$ cat src/rtl/seq_detect_pkg.sv
// Shared types and constants for the serial pattern-detect frame controller.
package seq_detect_pkg;

  localparam int PAT_W = 4;
  localparam logic [PAT_W-1:0] DEFAULT_PATTERN = 4'b1010;

  typedef enum logic [1:0] {
    IDLE,
    SHIFT,
    FLUSH,
    REPORT
  } state_e;

endpackage

$ cat src/rtl/seq_pattern_det.sv
// Programmable 4-bit Moore detector: sliding history plus a fill count,
// with a registered match output.
module seq_pattern_det
  import seq_detect_pkg::*;
(
  input  logic             clk,
  input  logic             rst,
  input  logic             clr_i,
  input  logic             en_i,
  input  logic             bit_i,
  input  logic [PAT_W-1:0] pattern_i,
  input  logic             overlap_i,
  output logic             z_o
);

  localparam logic [2:0] FILL_MAX = 3'd4;

  logic [PAT_W-1:0] hist_q, hist_d;
  logic [2:0]       fill_q, fill_d;
  logic             z_q, z_d;

  // Non-overlapping mode restarts the fill so the next match needs fresh bits.
  always_comb begin
    hist_d = hist_q;
    fill_d = fill_q;
    z_d    = 1'b0;
    if (en_i) begin
      hist_d = (hist_q << 1) | {{(PAT_W-1){1'b0}}, bit_i};
      fill_d = (fill_q == FILL_MAX) ? FILL_MAX : fill_q + 3'd1;
      if ((fill_d == FILL_MAX) && (hist_d == pattern_i)) begin
        z_d = 1'b1;
        if (!overlap_i) fill_d = 3'd0;
      end
    end
  end

  always_ff @(posedge clk) begin
    if (rst || clr_i) begin
      hist_q <= '0;
      fill_q <= 3'd0;
      z_q    <= 1'b0;
    end else begin
      hist_q <= hist_d;
      fill_q <= fill_d;
      z_q    <= z_d;
    end
  end

  assign z_o = z_q;

endmodule

$ cat src/rtl/seq_detect_ctrl.sv
// Frame controller: accepts a parallel word, serialises it MSB-first into the
// pattern detector, counts hits and returns the count over a handshake.
module seq_detect_ctrl
  import seq_detect_pkg::*;
#(
  parameter int DATA_W = 16,
  parameter int CNT_W  = 5
) (
  input  logic              clk,
  input  logic              rst,
  input  logic              cfg_we,
  input  logic [PAT_W-1:0]  cfg_pattern,
  input  logic              cfg_overlap,
  input  logic              in_valid,
  input  logic [DATA_W-1:0] in_data,
  output logic              in_ready,
  output logic              out_valid,
  output logic [CNT_W-1:0]  out_count,
  input  logic              out_ready,
  output logic              busy,
  output logic              ser_bit,
  output logic              det_z
);

  localparam int IDX_W = (DATA_W > 1) ? $clog2(DATA_W) : 1;
  localparam logic [IDX_W-1:0] LAST_IDX = IDX_W'(DATA_W - 1);

  state_e            state_q;
  logic [DATA_W-1:0] sr_q;
  logic [IDX_W-1:0]  idx_q;
  logic [CNT_W-1:0]  cnt_q, cnt_d;
  logic [PAT_W-1:0]  pat_q;
  logic              ovl_q;
  logic              det_clr;
  logic              det_en;

  assign cnt_d = (det_z && (cnt_q != '1)) ? cnt_q + CNT_W'(1) : cnt_q;

  always_ff @(posedge clk) begin
    if (rst) begin
      state_q <= IDLE;
      sr_q    <= '0;
      idx_q   <= '0;
      cnt_q   <= '0;
      pat_q   <= DEFAULT_PATTERN;
      ovl_q   <= 1'b1;
    end else begin
      case (state_q)
        IDLE: begin
          if (cfg_we) begin
            pat_q <= cfg_pattern;
            ovl_q <= cfg_overlap;
          end
          if (in_valid) begin
            sr_q    <= in_data;
            idx_q   <= '0;
            cnt_q   <= '0;
            state_q <= SHIFT;
          end
        end
        SHIFT: begin
          sr_q  <= sr_q << 1;
          idx_q <= idx_q + IDX_W'(1);
          cnt_q <= cnt_d;
          if (idx_q == LAST_IDX) state_q <= FLUSH;
        end
        // The final bit's match only shows on det_z during this cycle.
        FLUSH: begin
          cnt_q   <= cnt_d;
          state_q <= REPORT;
        end
        REPORT: begin
          if (out_ready) state_q <= IDLE;
        end
        default: state_q <= IDLE;
      endcase
    end
  end

  assign det_clr   = (state_q == IDLE) && in_valid;
  assign det_en    = (state_q == SHIFT);
  assign in_ready  = (state_q == IDLE);
  assign out_valid = (state_q == REPORT);
  assign busy      = (state_q != IDLE);
  assign out_count = cnt_q;
  assign ser_bit   = det_en && sr_q[DATA_W-1];

  seq_pattern_det u_det (
    .clk       (clk),
    .rst       (rst),
    .clr_i     (det_clr),
    .en_i      (det_en),
    .bit_i     (ser_bit),
    .pattern_i (pat_q),
    .overlap_i (ovl_q),
    .z_o       (det_z)
  );

endmodule

$ cat config.mk
export PLATFORM = sky130hd
export DESIGN_NAME = seq_detect_ctrl
export DESIGN_NICKNAME = d
export VERILOG_FILES = /design/src/rtl/seq_detect_pkg.sv /design/src/rtl/seq_pattern_det.sv /design/src/rtl/seq_detect_ctrl.sv
export SDC_FILE = /design/constraint.sdc
export NUM_CORES = 1
export LEC_CHECK = 0
export ABC_AREA = 1
export BUFFER_PORTS_ARGS = -buffer_cell sky130_fd_sc_hd__clkbuf_2
export CAP_MARGIN = 5
export CORE_MARGIN = 4
export CORE_UTILIZATION = 55
export DETAILED_ROUTE_END_ITERATION = 7
export PLACE_DENSITY = 0.79
export SLEW_MARGIN = 10
export SYNTH_ARGS = -nofsm -noshare
export SYNTH_HDL_FRONTEND = slang
export SYNTH_HIERARCHICAL = 1
export SYNTH_SLANG_ARGS = --single-unit
$ cat constraint.sdc
create_clock -name clk -period 2.1 [get_ports clk]
set_input_delay 0.315 -clock clk [delete_from_list [all_inputs] [get_ports clk]]
set_output_delay 0.315 -clock clk [all_outputs]
set_load 0.01 [all_outputs]
## Word-level counts from Yosys, hierarchy flattened

Cells that the tools add are included.

| storage, ports and cells | value |
|---|---|
| register bits after elaboration | 39 |
| latch bits | 0 |
| RAM bits | 0 |
| memory bits (read-only) | 0 |
| input bits | 26 |
| output and inout bits | 10 |
| memories kept | 0 |

| operators by class | value |
|---|---|
| add/sub/neg operators | 3 |
| $mul | 0 |
| divide/modulo/power cells | 0 |
| $lt $le $gt $ge | 0 |
| equal/unequal tests | 12 |
| shifts and indexed selects | 0 |
| multiplexer cells | 15 |
| bitwise gates (word level) | 2 |
| reductions and logical operators | 15 |

Operators with widths:

| kind | number |
|---|---|
| one-hot mux 16 bit (2 select lines) | 1 |
| 2-to-1 mux 16 bit | 1 |
| 2-to-1 mux 5 bit | 2 |
| one-hot mux 5 bit (2 select lines) | 1 |
| 2-to-1 mux 3 bit | 3 |
| one-hot mux 2 bit (4 select lines) | 1 |
| one-hot mux 4 bit (2 select lines) | 1 |
| == test 3 bit (second input constant) | 2 |
| 2-to-1 mux 2 bit | 3 |
| inequality test 2 x 1 -> 1 bit (second input constant) | 3 |
| AND reduction 3 bit | 2 |
| nonzero test 2 bit | 3 |
| adder 5 x 1 -> 5 bit (second input constant) | 1 |
| inequality test 5 bit (second input constant) | 1 |
| adder 4 x 1 -> 4 bit (second input constant) | 1 |
| == test 2 bit (second input constant) | 2 |
| == test 4 bit | 1 |
| == test 4 bit (second input constant) | 1 |
| logical AND 1 bit | 4 |
| 2-to-1 mux 4 bit | 1 |
| OR 4 x 1 -> 4 bit | 1 |
| AND reduction 2 bit | 2 |
| OR reduction 2 bit | 2 |
| adder 3 x 1 -> 3 bit (second input constant) | 1 |
| other kinds (6) | 6 |

## Logic depth before layout (Yosys ltp)

| logic depth | value |
|---|---|
| word-level depth | 6 |
| mapped depth | 12 |
| depth with buffers taken out | 11 |

## Modules after synthesis

Netlist, hierarchy kept.

Modules (own cells, without submodules):

| module | instances | cells each | area an instance (um^2) | sequential area each (um^2) |
|---|---|---|---|---|
| seq_detect_ctrl | 1 | 204 | 1587.8 | 640.6 |
| seq_pattern_det | 1 | 63 | 409.1 | 140.1 |

## Worst setup path before layout

OpenSTA, ideal clock, no wires.

| timing path | value |
|---|---|
| path type | register to register |
| from | reg state_q[1] |
| to | reg u_det.fill_q[2] |
| arrival time | 1.586 ns |
| data required time | 1.978 ns |
| setup slack | 0.392 ns |
| stages on the path, launching flop included | 13 |
| path buffers | 1 |
| clock period less this slack | 1.708 ns |
| path through | dfxtp_1 inv_1 ha_1 clkbuf_1 nand2_1 inv_1 inv_1 nand2_1 nand3_1 nor2_2 nand3_1 nand2_1 a21oi_2 |

| between the ends | value |
|---|---|
| word-level cells in the longest chain between the ends | 6 |
| elaborated cells on any way between the ends | 9 |

RTL lines:

| item | RTL line | source |
|---|---|---|
| from (decl) | seq_detect_ctrl.sv:28 | `state_e state_q;` |
| from (signal assigned) | seq_detect_ctrl.sv:41 | `state_q <= IDLE;` |
| from (signal assigned) | seq_detect_ctrl.sv:58 | `state_q <= SHIFT;` |
| from (signal assigned) | seq_detect_ctrl.sv:65 | `if (idx_q == LAST_IDX) state_q <= FLUSH;` |
| == test 2 x 1 -> 1 bit | seq_detect_ctrl.sv:81 | `assign det_en = (state_q == SHIFT);` |
| via det_en | seq_detect_ctrl.sv:35 | `logic det_en;` |
| logical AND 1 bit | seq_detect_ctrl.sv:86 | `assign ser_bit = det_en && sr_q[DATA_W-1];` |
| via ser_bit | seq_detect_ctrl.sv:21 | `output logic ser_bit,` |
| OR 4 x 1 -> 4 bit | seq_pattern_det.sv:28 | `hist_d = (hist_q << 1) \| {{(PAT_W-1){1'b0}}, bit_i};` |
| == test 4 bit | seq_pattern_det.sv:30 | `if ((fill_d == FILL_MAX) && (hist_d == pattern_i)) begin` |
| logical AND 1 bit | seq_pattern_det.sv:30 |  |
| 2-to-1 mux 3 bit | seq_pattern_det.sv:30 |  |
| to (signal assigned) | seq_pattern_det.sv:44 | `fill_q <= fill_d;` |
| to (decl) | seq_pattern_det.sv:19 | `logic [2:0] fill_q, fill_d;` |

The timed path passes the listed nets, and every way through them passes these cells.
A chain may end at the register's enable or synchronous reset.

## Worst setup path in the final report

| timing path | value |
|---|---|
| from | reg state_q[0] |
| to | reg u_det.fill_q[1] |

| between the ends | value |
|---|---|
| elaborated cells on any way between the ends | 9 |

RTL lines:

| item | RTL line | source |
|---|---|---|
| logical NOT 2 bit | seq_detect_ctrl.sv:80 | `assign det_clr = (state_q == IDLE) && in_valid;` |
| logical AND 1 bit | seq_detect_ctrl.sv:80 |  |
| via det_clr | seq_detect_ctrl.sv:34 | `logic det_clr;` |
| logical OR 1 bit | seq_pattern_det.sv:38 | `if (rst \|\| clr_i) begin` |

The timed path passes the listed nets, and every way through them passes these cells.

==> tab_implementation.tex <==
\begin{tabular}{lr}
\hline
Metric & Value \\
\hline
\multicolumn{2}{l}{\textbf{Run status}} \\
Outcome & complete, no violations \\
\multicolumn{2}{l}{\textbf{Place}} \\
Routability congestion estimate & 0.823 \\
Number of input and output port buffers inserted & 35 \\
DP Wirelength & 2.94 mm \\
\multicolumn{2}{l}{\textbf{STA}} \\
Max transition margin & 0.771 \\
Setup repair after global routing missed its margin & no \\
Pins over their slew limit & 0 \\
FMAX & 0.584 GHz \\
Final number of hold-violating endpoints & 0 \\
Transition time at the pin with the least slew margin & 0.342 ns \\
Final clock skew & 0.0121 ns \\
Final period util & 0.816 \\
Tightest hold margin & 0.162 ns \\
Period minus WS final & 1.71 ns \\
Setup violators final & 0 \\
Setup tns final & 0 ns \\
\multicolumn{2}{l}{\textbf{Global route}} \\
Number of antenna violations at the first check in global routing & 0 \\
Total grt overflow & 0 \\
Number of global-route vias before repair & 1576 \\
Pin count of the biggest net entering global routing & 19 \\
Wire length of the first global-routing pass & 6.42 mm \\
GRT Util Overall & 0.183 \\
\multicolumn{2}{l}{\textbf{Hold path}} \\
Hold Path Class & primary input to register \\
\multicolumn{2}{l}{\textbf{Floorplan}} \\
\# IOs & 36 \\
Die height & 68.3 um \\
Die Outline Area & 0.00466 mm2 \\
Core area & 0.00342 mm2 \\
Std cell rows & 21 \\
Chip width & 68.3 um \\
Initial cell density of the core & 0.585 \\
\multicolumn{2}{l}{\textbf{Final layout}} \\
Count of nets after finishing & 341 \\
Area occupied by registers & 781 um2 \\
Fill cell total of the finished layout & 320 \\
Proportion of layout cells with a drive suffix above 1 & 0.191 \\
Antenna Cells & 0 \\
Area growth from synthesis to layout & 12.8\% \\
Total area of multi-input combinational cells & 0.00102 mm2 \\
\multicolumn{2}{l}{\textbf{Critical path}} \\
Critical-path maximum fanout & 6 \\
Largest incremental delay on the critical path & 0.40 ns \\
Critical path data arrival time & 1.99 ns \\
Worst-path cell with the longest stage delay & sky130\_fd\_sc\_hd\_\_dfxtp\_1 \\
Terminus of the critical flop-to-flop path & u\_det/fill\_q[1]\$\_SDFFE\_PP0P\_ \\
FF-to-FF path depth & 7 \\
Reg-to-reg startpoint & state\_q[0]\$\_SDFFE\_PP0P\_ \\
Kind of critical path & register to register \\
Stages on the worst setup path & 7 \\
Crit-path cells & inv\_1 > ha\_1 > nand2\_2 > inv\_1 > nor2\_1 > o21ai\_0 > a21oi\_1 \\
Worst reg-to-reg setup slack & 0.39 ns \\
Data required time at the worst endpoint & 2.38 ns \\
Critical Path Sink Type & register \\
Cell family with the largest share of critical-path delay & simple AND/OR/NAND/NOR gates \\
Capturing instance or port of the critical path & u\_det/fill\_q[1]\$\_SDFFE\_PP0P\_ \\
Startpoint of the worst setup timing path & state\_q[0]\$\_SDFFE\_PP0P\_ \\
CP dominant cell by count & sky130\_fd\_sc\_hd\_\_inv\_1 \\
Startpoint types & register \\
Buffers and inverters on the worst path & 2 \\
\multicolumn{2}{l}{\textbf{CTS}} \\
Resized Gates After CTS & 0 \\
Hold buffers post-CTS & 0 \\
Clock Tree Root & sky130\_fd\_sc\_hd\_\_clkbuf\_4 \\
Number of buffers inserted during clock tree synthesis & 5 \\
Clk Latency, worst-skew pair & 0.35 ns \\
Maximum root-to-sink buffer count & 2 \\
TritonCTS clock tree & done \\
Setup Buffers After CTS & 0 \\
Clock-pin slew on the worst setup and hold paths & 0.11 ns \\
Number of H-tree levels & 2 \\
TritonCTS Sinks & 39 \\
\multicolumn{2}{l}{\textbf{Yosys}} \\
Sequential element share of the synthesized area & 0.391 \\
Area leader, netlist & sky130\_fd\_sc\_hd\_\_dfxtp\_1 \\
Proportion of netlist area held by the largest area contributor & 0.391 \\
Yosys warnings & 6 \\
Leading post-synthesis cells by cell area & sky130\_fd\_sc\_hd\_\_dfxtp\_1 (39\%), sky130\_fd\_sc\_hd\_\_nand2\_1 (14\%), sky130\_fd\_sc\_hd\_\_nand3\_1 (8.3\%), sky130\_fd\_sc\_hd\_\_o211a\_1 (7.5\%), sky130\_fd\_sc\_hd\_\_ha\_1 (6.3\%) \\
Post-synth design cell area & 0.00200 mm2 \\
Unique masters post-synth & 26 \\
Mean instance size in the synthesized netlist & 7.48 um2 \\
Number of standard cells after synthesis & 267 \\
Synth Register Bits & 39 \\
Net count after synthesis & 303 \\
\multicolumn{2}{l}{\textbf{Power and ir drop}} \\
Worst vdd rail ir drop & 638 uV \\
Pwr dens & 1320 mW/mm2 \\
Leakage Power & 1.18 nW \\
\multicolumn{2}{l}{\textbf{Routing}} \\
DR vias/cell & 5.07 \\
Routed Antenna Nets & 0 \\
Drc violations & 0 \\
Routed wire length & 3.88 mm \\
First drt pass iteration count & 4 \\
Post-DR wirelength/cell & 11.1 um \\
Count of vias placed by the detailed router & 1776 \\
Iteration-0 DRC count of the detailed router & 96 \\
\multicolumn{2}{l}{\textbf{Run}} \\
Maximum Capacitance Violations & 0 \\
\hline
\end{tabular}
synth_stat cells:
cell,count
sky130_fd_sc_hd__nand2_1,75
sky130_fd_sc_hd__dfxtp_1,39
sky130_fd_sc_hd__nand3_1,33
sky130_fd_sc_hd__inv_1,27
sky130_fd_sc_hd__a21oi_1,16
sky130_fd_sc_hd__o211a_1,15
sky130_fd_sc_hd__nor2_1,14
sky130_fd_sc_hd__ha_1,10
sky130_fd_sc_hd__o21ai_0,9
sky130_fd_sc_hd__buf_6,4
sky130_fd_sc_hd__buf_2,3
sky130_fd_sc_hd__inv_2,3
sky130_fd_sc_hd__nor2_2,3
sky130_fd_sc_hd__clkbuf_1,2
sky130_fd_sc_hd__nand2_2,2
sky130_fd_sc_hd__xor2_1,2
sky130_fd_sc_hd__a211oi_1,1
sky130_fd_sc_hd__a21oi_2,1
sky130_fd_sc_hd__and3_1,1
sky130_fd_sc_hd__buf_4,1
sky130_fd_sc_hd__clkinv_1,1
sky130_fd_sc_hd__nand4_1,1
sky130_fd_sc_hd__nor2_4,1
sky130_fd_sc_hd__nor4_2,1
sky130_fd_sc_hd__o211ai_1,1
sky130_fd_sc_hd__o21ai_4,1
cell usage in the layout (no fill, tap or decap), types with 3 or more instances in the layout:
master,instances
sky130_fd_sc_hd__a21oi_1,16
sky130_fd_sc_hd__buf_4,5
sky130_fd_sc_hd__clkbuf_2,35
sky130_fd_sc_hd__clkbuf_4,5
sky130_fd_sc_hd__dfxtp_1,39
sky130_fd_sc_hd__ha_1,10
sky130_fd_sc_hd__inv_1,27
sky130_fd_sc_hd__inv_2,3
sky130_fd_sc_hd__nand2_1,75
sky130_fd_sc_hd__nand3_1,33
sky130_fd_sc_hd__nor2_1,14
sky130_fd_sc_hd__nor2_2,3
sky130_fd_sc_hd__o211a_1,15
sky130_fd_sc_hd__o21ai_0,9
report_power, final:
group,switching (mW),total [mW],internal (mW)
clock network,0.228,0.347,0.119
registers,0.162,1.15,0.992
logic,0.902,1.47,0.568
per-stage QoR:
stage | utilization | total power [mW] | std cells | setup WS, ns | cell area (um2)
floorplan | - | 2.31 | 267 | 0.392 | 2000
global placement | 0.648 | 2.60 | 344 | 0.502 | 2210
detailed placement | 0.648 | 2.64 | 344 | 0.416 | 2210
CTS | 0.660 | 2.99 | 350 | 0.372 | 2250
global route | 0.660 | 3.24 | 350 | 0.179 | 2250
finish | 0.660 | 2.97 | 350 | 0.387 | 2250
cell type report:
cell class / count / share of cell area
sequential: 39 / 0.346
clock buffer: 6 / 0.0183
tap: 46 / 0.0255
inverter: 31 / 0.0516
multi-input combinational: 187 / 0.455
timing repair buffer: 41 / 0.103
registers in the layout, summed over array words and instances (netlist names):
signal and flops:
out_count 5, u_det/hist_q 3, sr_q 16, u_det/z_o 1
idx_q 4, state_q 2, ovl_q 1, pat_q 4
u_det/fill_q 3
layer usage:
metal  wire length [um]  global-route usage  vias up  part of all wire
li1                   -                   -      943                 -
met4                 57              0.0744        0             0.015
met3                243              0.0624        6             0.063
met5                  0                   0        -                 0
met2               1850               0.323       41              0.48
met1               1740               0.198      786              0.45
worst min-delay path by stage:
stage	startpoint	endpoint	slack (ns)	cells after the start
finish	cfg_pattern[1]	pat_q[1]$_SDFFE_PP1P_	0.16	3
global route	cfg_pattern[1]	pat_q[1]$_SDFFE_PP1P_	0.16	3
CTS	cfg_pattern[1]	pat_q[1]$_SDFFE_PP1P_	0.15	3
detailed placement	ovl_q$_SDFFE_PP1P_	ovl_q$_SDFFE_PP1P_	0.46	2
global placement	sr_q[0]$_SDFFE_PP0P_	sr_q[0]$_SDFFE_PP0P_	0.46	2
floorplan	rst	u_det/z_o$_SDFF_PP0_	0.39	1
cell families after synthesis:
logic type      Yosys count  synth area share
buf+inv                  41            0.0959
xor+xnor                  2           0.00877
flops                    39             0.391
compound gates           44             0.158
fa+ha+maj                10            0.0627
simple gates            131             0.284
worst min-delay path, cell delays in order:
cell and delay (ns):
sky130_fd_sc_hd__clkbuf_2 0.07, sky130_fd_sc_hd__nand2_1 0.05, sky130_fd_sc_hd__nand3_1 0.05
(Power assumes the default switching activity.)
